$ cat src/rtl/mixer_pkg.sv
// Shared types and constants for the voice mixer.
package mixer_pkg;
  typedef enum logic [2:0] {
    IDLE,
    REQUEST,
    WAIT,
    SUM,
    DONE
  } state_t;

  localparam int SAMPLE_W   = 16;
  localparam int SAMPLE_MAX = 32767;
  localparam int SAMPLE_MIN = -32768;

  function automatic int acc_w(input int voices);
    return SAMPLE_W + $clog2(voices);
  endfunction
endpackage

$ cat src/rtl/mix_clamp.sv
// Saturates a signed accumulator of width W to a 16-bit sample.
module mix_clamp
  import mixer_pkg::*;
#(
  parameter int W = 18
) (
  input  logic signed [W-1:0]        acc,
  output logic signed [SAMPLE_W-1:0] y
);
  localparam logic signed [W-1:0] HI = W'(SAMPLE_MAX);
  localparam logic signed [W-1:0] LO = W'(SAMPLE_MIN);

  always_comb begin
    y = acc[SAMPLE_W-1:0];
    if (acc > HI)
      y = SAMPLE_W'(SAMPLE_MAX);
    else if (acc < LO)
      y = SAMPLE_W'(SAMPLE_MIN);
  end
endmodule

$ cat src/rtl/voice_mixer.sv
// Requests, collects and sums one sample per enabled voice per frame.
// VOICE_MIXER_SATURATE_EN selects clamping instead of shift scaling.
module voice_mixer
  import mixer_pkg::*;
#(
  parameter int VOICES  = 4,
  parameter int TIMEOUT = 15
) (
  input  logic                       clk,
  input  logic                       reset,
  input  logic                       new_frame,
  input  logic [VOICES-1:0]          voice_enable,
  input  logic [VOICES-1:0]          sample_ready,
  input  logic [VOICES*SAMPLE_W-1:0] samples,
  output logic [VOICES-1:0]          generate_next,
  output logic [SAMPLE_W-1:0]        mixed_sample,
  output logic                       mixed_valid,
  output logic                       busy,
  output logic                       timeout_err,
  output logic                       overrun_err
);
  localparam int ACC_W = acc_w(VOICES);
  localparam int LOG_V = $clog2(VOICES);
  localparam int KW    = (LOG_V > 0) ? LOG_V : 1;

  state_t state, state_nx;

  logic [VOICES-1:0] en_q;
  logic [VOICES-1:0] mask;
  logic [VOICES-1:0] cap;
  logic [7:0]        cnt;
  logic [KW-1:0]     k;
  logic              done_wait;
  logic              time_up;
  logic              last_k;

  logic signed [SAMPLE_W-1:0] slot [VOICES];
  logic signed [ACC_W-1:0]    acc;
  logic signed [ACC_W-1:0]    acc_nx;
  logic signed [SAMPLE_W-1:0] result;

  assign cap       = sample_ready & en_q & ~mask;
  assign done_wait = ((mask | cap) == en_q);
  assign time_up   = (cnt == 8'd1);
  assign last_k    = (k == KW'(VOICES - 1));
  assign acc_nx    = acc + ACC_W'(slot[k]);
  assign busy      = (state != IDLE);

`ifdef VOICE_MIXER_SATURATE_EN
  mix_clamp #(
    .W(ACC_W)
  ) u_clamp (
    .acc(acc_nx),
    .y  (result)
  );
`else
  assign result = SAMPLE_W'(acc_nx >>> LOG_V);
`endif

  always_ff @(posedge clk) begin
    if (reset)
      state <= IDLE;
    else
      state <= state_nx;
  end

  always_comb begin
    state_nx = state;
    unique case (state)
      IDLE:    if (new_frame) state_nx = REQUEST;
      REQUEST: state_nx = WAIT;
      WAIT:    if (done_wait || time_up) state_nx = SUM;
      SUM:     if (last_k) state_nx = DONE;
      DONE:    state_nx = IDLE;
      default: state_nx = IDLE;
    endcase
  end

  always_ff @(posedge clk) begin
    if (reset) begin
      en_q          <= '0;
      mask          <= '0;
      cnt           <= '0;
      k             <= '0;
      acc           <= '0;
      generate_next <= '0;
      mixed_sample  <= '0;
      mixed_valid   <= 1'b0;
      timeout_err   <= 1'b0;
      overrun_err   <= 1'b0;
      for (int i = 0; i < VOICES; i++)
        slot[i] <= '0;
    end else begin
      generate_next <= '0;
      mixed_valid   <= 1'b0;
      if (new_frame && state != IDLE)
        overrun_err <= 1'b1;
      unique case (state)
        IDLE: begin
          if (new_frame) begin
            en_q          <= voice_enable;
            mask          <= '0;
            generate_next <= voice_enable;
            for (int i = 0; i < VOICES; i++)
              slot[i] <= '0;
          end
        end
        REQUEST: cnt <= 8'(TIMEOUT);
        WAIT: begin
          mask <= mask | cap;
          cnt  <= cnt - 8'd1;
          acc  <= '0;
          k    <= '0;
          for (int i = 0; i < VOICES; i++)
            if (cap[i])
              slot[i] <= samples[i*SAMPLE_W +: SAMPLE_W];
          // completion in the final cycle beats the timeout
          if (!done_wait && time_up)
            timeout_err <= 1'b1;
        end
        SUM: begin
          acc <= acc_nx;
          k   <= k + KW'(1);
          if (last_k) begin
            mixed_sample <= result;
            mixed_valid  <= 1'b1;
          end
        end
        default: ;
      endcase
    end
  end
endmodule
$ cat config.mk
export PLATFORM = sky130hd
export DESIGN_NAME = voice_mixer
export DESIGN_NICKNAME = d
export VERILOG_FILES = /design/src/rtl/mixer_pkg.sv /design/src/rtl/mix_clamp.sv /design/src/rtl/voice_mixer.sv
export SDC_FILE = /design/constraint.sdc
export NUM_CORES = 1
export LEC_CHECK = 0
export BUFFER_PORTS_ARGS = -buffer_cell sky130_fd_sc_hd__buf_2
export CAP_MARGIN = 0
export CORE_ASPECT_RATIO = 2
export CORE_UTILIZATION = 48
export DETAILED_ROUTE_END_ITERATION = 12
export PLACE_DENSITY = 0.68
export SETUP_SLACK_MARGIN = 0.02
export SLEW_MARGIN = 20
export SYNTH_ARGS = -nofsm -noshare
export SYNTH_HDL_FRONTEND = slang
export SYNTH_SLANG_ARGS = --single-unit
export TNS_END_PERCENT = 10
$ cat constraint.sdc
create_clock -name clk -period 7.77 [get_ports clk]
set_input_delay 0.777 -clock clk [delete_from_list [all_inputs] [get_ports clk]]
set_output_delay 0.777 -clock clk [all_outputs]
set_load 0.05 [all_outputs]
==> results by group <==
Outcome
  – Outcome: finished clean

GRT
  – Initial antenna violation count: 0
  – First-pass GRT wire length: ~24,000 um
  – Vias in the first global route: 4,902
  – GRT Total Usage: around 24%
  – Global route overflow: 0
  – Largest net degree at the start of global routing: between 50 and 60

Placement
  – Pre-CTS setup slack: 3.80 ns
  – IO buf count: 98
  – GP Congestion: 0.886
  – HPWL after DPL: 10,700 um

Clock tree
  – Root buffer cell: clkbuf_16
  – PostCTS Resize Cnt: 0
  – Total CTS buffers: 17
  – CTS tree: yes
  – CTS Hold Bufs: 0
  – Max clock buf depth: 2
  – Post-CTS setup buffers: 0
  – TritonCTS Sinks: 128
  – Clk_lat worst skew: 0.41 ns
  – Reg clk slew, reported paths: 0.06 ns
  – H-tree depth: 4

Pwr
  – LEAKAGE: between 3 and 4 nW
  – Pwr dens: 233 nW/um^2
  – Maximum VDD drop: 261 uV
  – Power Total: between 0.0015 and 0.002 W

Layout
  – Layout cells sized above 1: 22.9%
  – Commonest cells after routing, fill and taps aside: buf_2, dfxtp_1, nand2_1
  – Fill cells: 1,048
  – N_diodes: 0
  – Layout Utilization: 59.2%
  – Layout area overhead: 19.6%
  – Layout Nets: about 800
  – Commonest non-fill, non-tap cell in the layout: buf_2

Timing
  – RSZ-0062 raised after global routing: false
  – Final setup margin: about 4.2 ns
  – Endpoints failing hold: 0
  – Crit share post-route: 46.1%
  – Fmax: 279 MHz
  – Final Max Tran Viols: 0
  – Final min period: 3.58 ns
  – Setup violations, final: 0
  – Worst slew margin: between 20% and 30%
  – Worst-Margin Slew: 1.10 ns
  – Worst hold slack: 0.455 ns
  – Final TNS setup: 0 ns
  – Layout Skew: 0.00894 ns

Floorplanning
  – Initial core utilization: between 40% and 50%
  – Rows: between 50 and 60
  – I/O pins: just under 100
  – Die outline height: roughly 160 um
  – Die area: 13,000 um^2
  – Die X: about 81 um
  – Core ar.: 12,200 um^2

Yosys
  – Ys async rst share: 0%
  – Seq/Total Area, Yosys: 50.4%
  – Synth Instances: about 600
  – Top cell type's share of synthesized area: 26.6%
  – Post-Synth Adder-Cell Area: 4.48%
  – Register bit total from synthesis: around 130
  – Largest family of logic cells by synthesized area: simple AND/OR/NAND/NOR gates
  – EDFF count, synth: 48
  – Largest cells by area after synthesis: dfxtp_1, edfxtp_1, mux4_2
  – Cell taking the most area after synthesis: dfxtp_1
  – Post-synthesis mux area share: 6.33%
  – Yosys warnings: 0
  – Synth Area in Compound Gates: 14.4%
  – Ys flop type: dfxtp_1
  – Synth Area per Inst: ~10 um^2
  – Syn Std Cell Area: slightly above 6000 um^2
  – Syn Nets: 689
  – Distinct cells, synth: 57
  – Synth Area in XOR/XNOR: 1.16%
  – Synth Area in Simple Gates: 20.3%

Detailed routing
  – First drt pass iteration count: 4
  – Detailed Route WL: 14,600 um
  – DR WL/cell: 17.3 um
  – Routed Antenna Nets: 0
  – DR iter-0 viols: 243
  – DRC Markers: 0
  – Via count: 4,853
  – Via/cell ratio: 5.74

Critical path
  – Crit. End Element: flip-flop
  – CP Class: reg -> reg
  – CP Data Arrival Time: 3.89 ns
  – CP Max Fanout: 16
  – Worst EP required: 8.08 ns
  – Startpoint types: flip-flop

Min path
  – Hold Crit Start: mixed_sample[11]
  – Hold Path Class: reg -> reg

Flow run
  – MaxCap Viol Count: 0
## critical path, stage by stage, from the launching register on
cell,delay (ns)
dfxtp_2,0.68
mux4_2,0.59
ha_1,0.23
fa_1,0.41
a21o_1,0.21
a221oi_1,0.39
o21ai_1,0.32
a21oi_2,0.33
xnor2_1,0.13
a21o_1,0.18
## cell type report
cell class | count | area [um^2] | share of cell area, %
flip-flops and latches | 128 | 3040 | 42.2
multi-input cells | 421 | 2820 | 39.1
well taps | 147 | 184 | 2.55
clock buffers | 20 | 447 | 6.19
inverters | 14 | 52.6 | 0.728
repair buffers | 103 | 528 | 7.32
clock inverters | 12 | 135 | 1.87
## logic make-up (layout without fill, tap and decap cells)
kind of cell	after synthesis	after routing
AO/OA/AOI/OAI	133	133
XOR/XNOR	8	8
adder cells (fa/ha/maj)	21	21
buffers and inverters	44	149
flip-flops	128	128
multiplexers	18	18
AND/OR/NAND/NOR	241	241
## final timing paths
| check | end | slack (ns) | cells past startpoint |
|---|---|---|---|
| setup / recovery | mixed_sample[10] | 4.19 | 9 |
| hold / removal | mixed_sample[11] | 0.46 | 2 |
| setup reg to reg | mixed_sample[10] | 4.19 | 9 |
| hold reg to reg | mixed_sample[11] | 0.46 | 2 |
## synth_stat cells (3+ instances only)
master and n:
inv_1 14, a211oi_1 4, nand2_1 75, buf_1 3
a31oi_1 3, and3_1 5, o311ai_0 7, dfxtp_1 80
buf_2 4, edfxtp_1 48, nor3_1 13, or3_1 5
o211ai_1 4, ha_1 20, o21ai_0 11, xnor2_1 6
o2111ai_1 3, a21o_1 19, nand3_1 22, a21oi_1 52
clkbuf_1 23, and2_1 52, and4_1 3, nand3b_1 9
nor3b_1 6, mux4_2 16, a22o_1 4, nor2_1 38
a22oi_1 7
## per-stage QoR
step	std cells	cell area, um^2
final	845	7210
after global routing	845	7210
after CTS	845	7210
after detailed placement	813	6630
after global placement	813	6630
after floorplan	593	6030
## flip-flops by register name, indices dropped and copies added, names as in the netlist, named ones only
| signal | cells |
|---|---|
| acc | 18 |
| timeout_err | 1 |
| slot | 64 |
| state | 3 |
| cnt | 8 |
| overrun_err | 1 |
| en_q | 4 |
| mixed_sample | 16 |
| mask | 4 |
| mixed_valid | 1 |
| k | 2 |
| generate_next | 4 |
## layer usage
| metal | global-route usage [%] | part of all wire, % | vias to the layer above |
|---|---|---|---|
| li1 | - | - | 2348 |
| met1 | 25.3 | 37 | 2342 |
| met3 | 6.08 | 3.7 | 25 |
| met4 | 11.1 | 2.4 | 0 |
| met2 | 44.0 | 57 | 138 |
| met5 | 0 | 0 | - |
## report_power, final
part,switching (W),internal (W)
registers,0.0000200,0.000728
logic,0.0000907,0.0000603
clock network,0.000299,0.000482
total,0.000410,0.00127
Note: power is estimated with default switching activity, not from simulation.
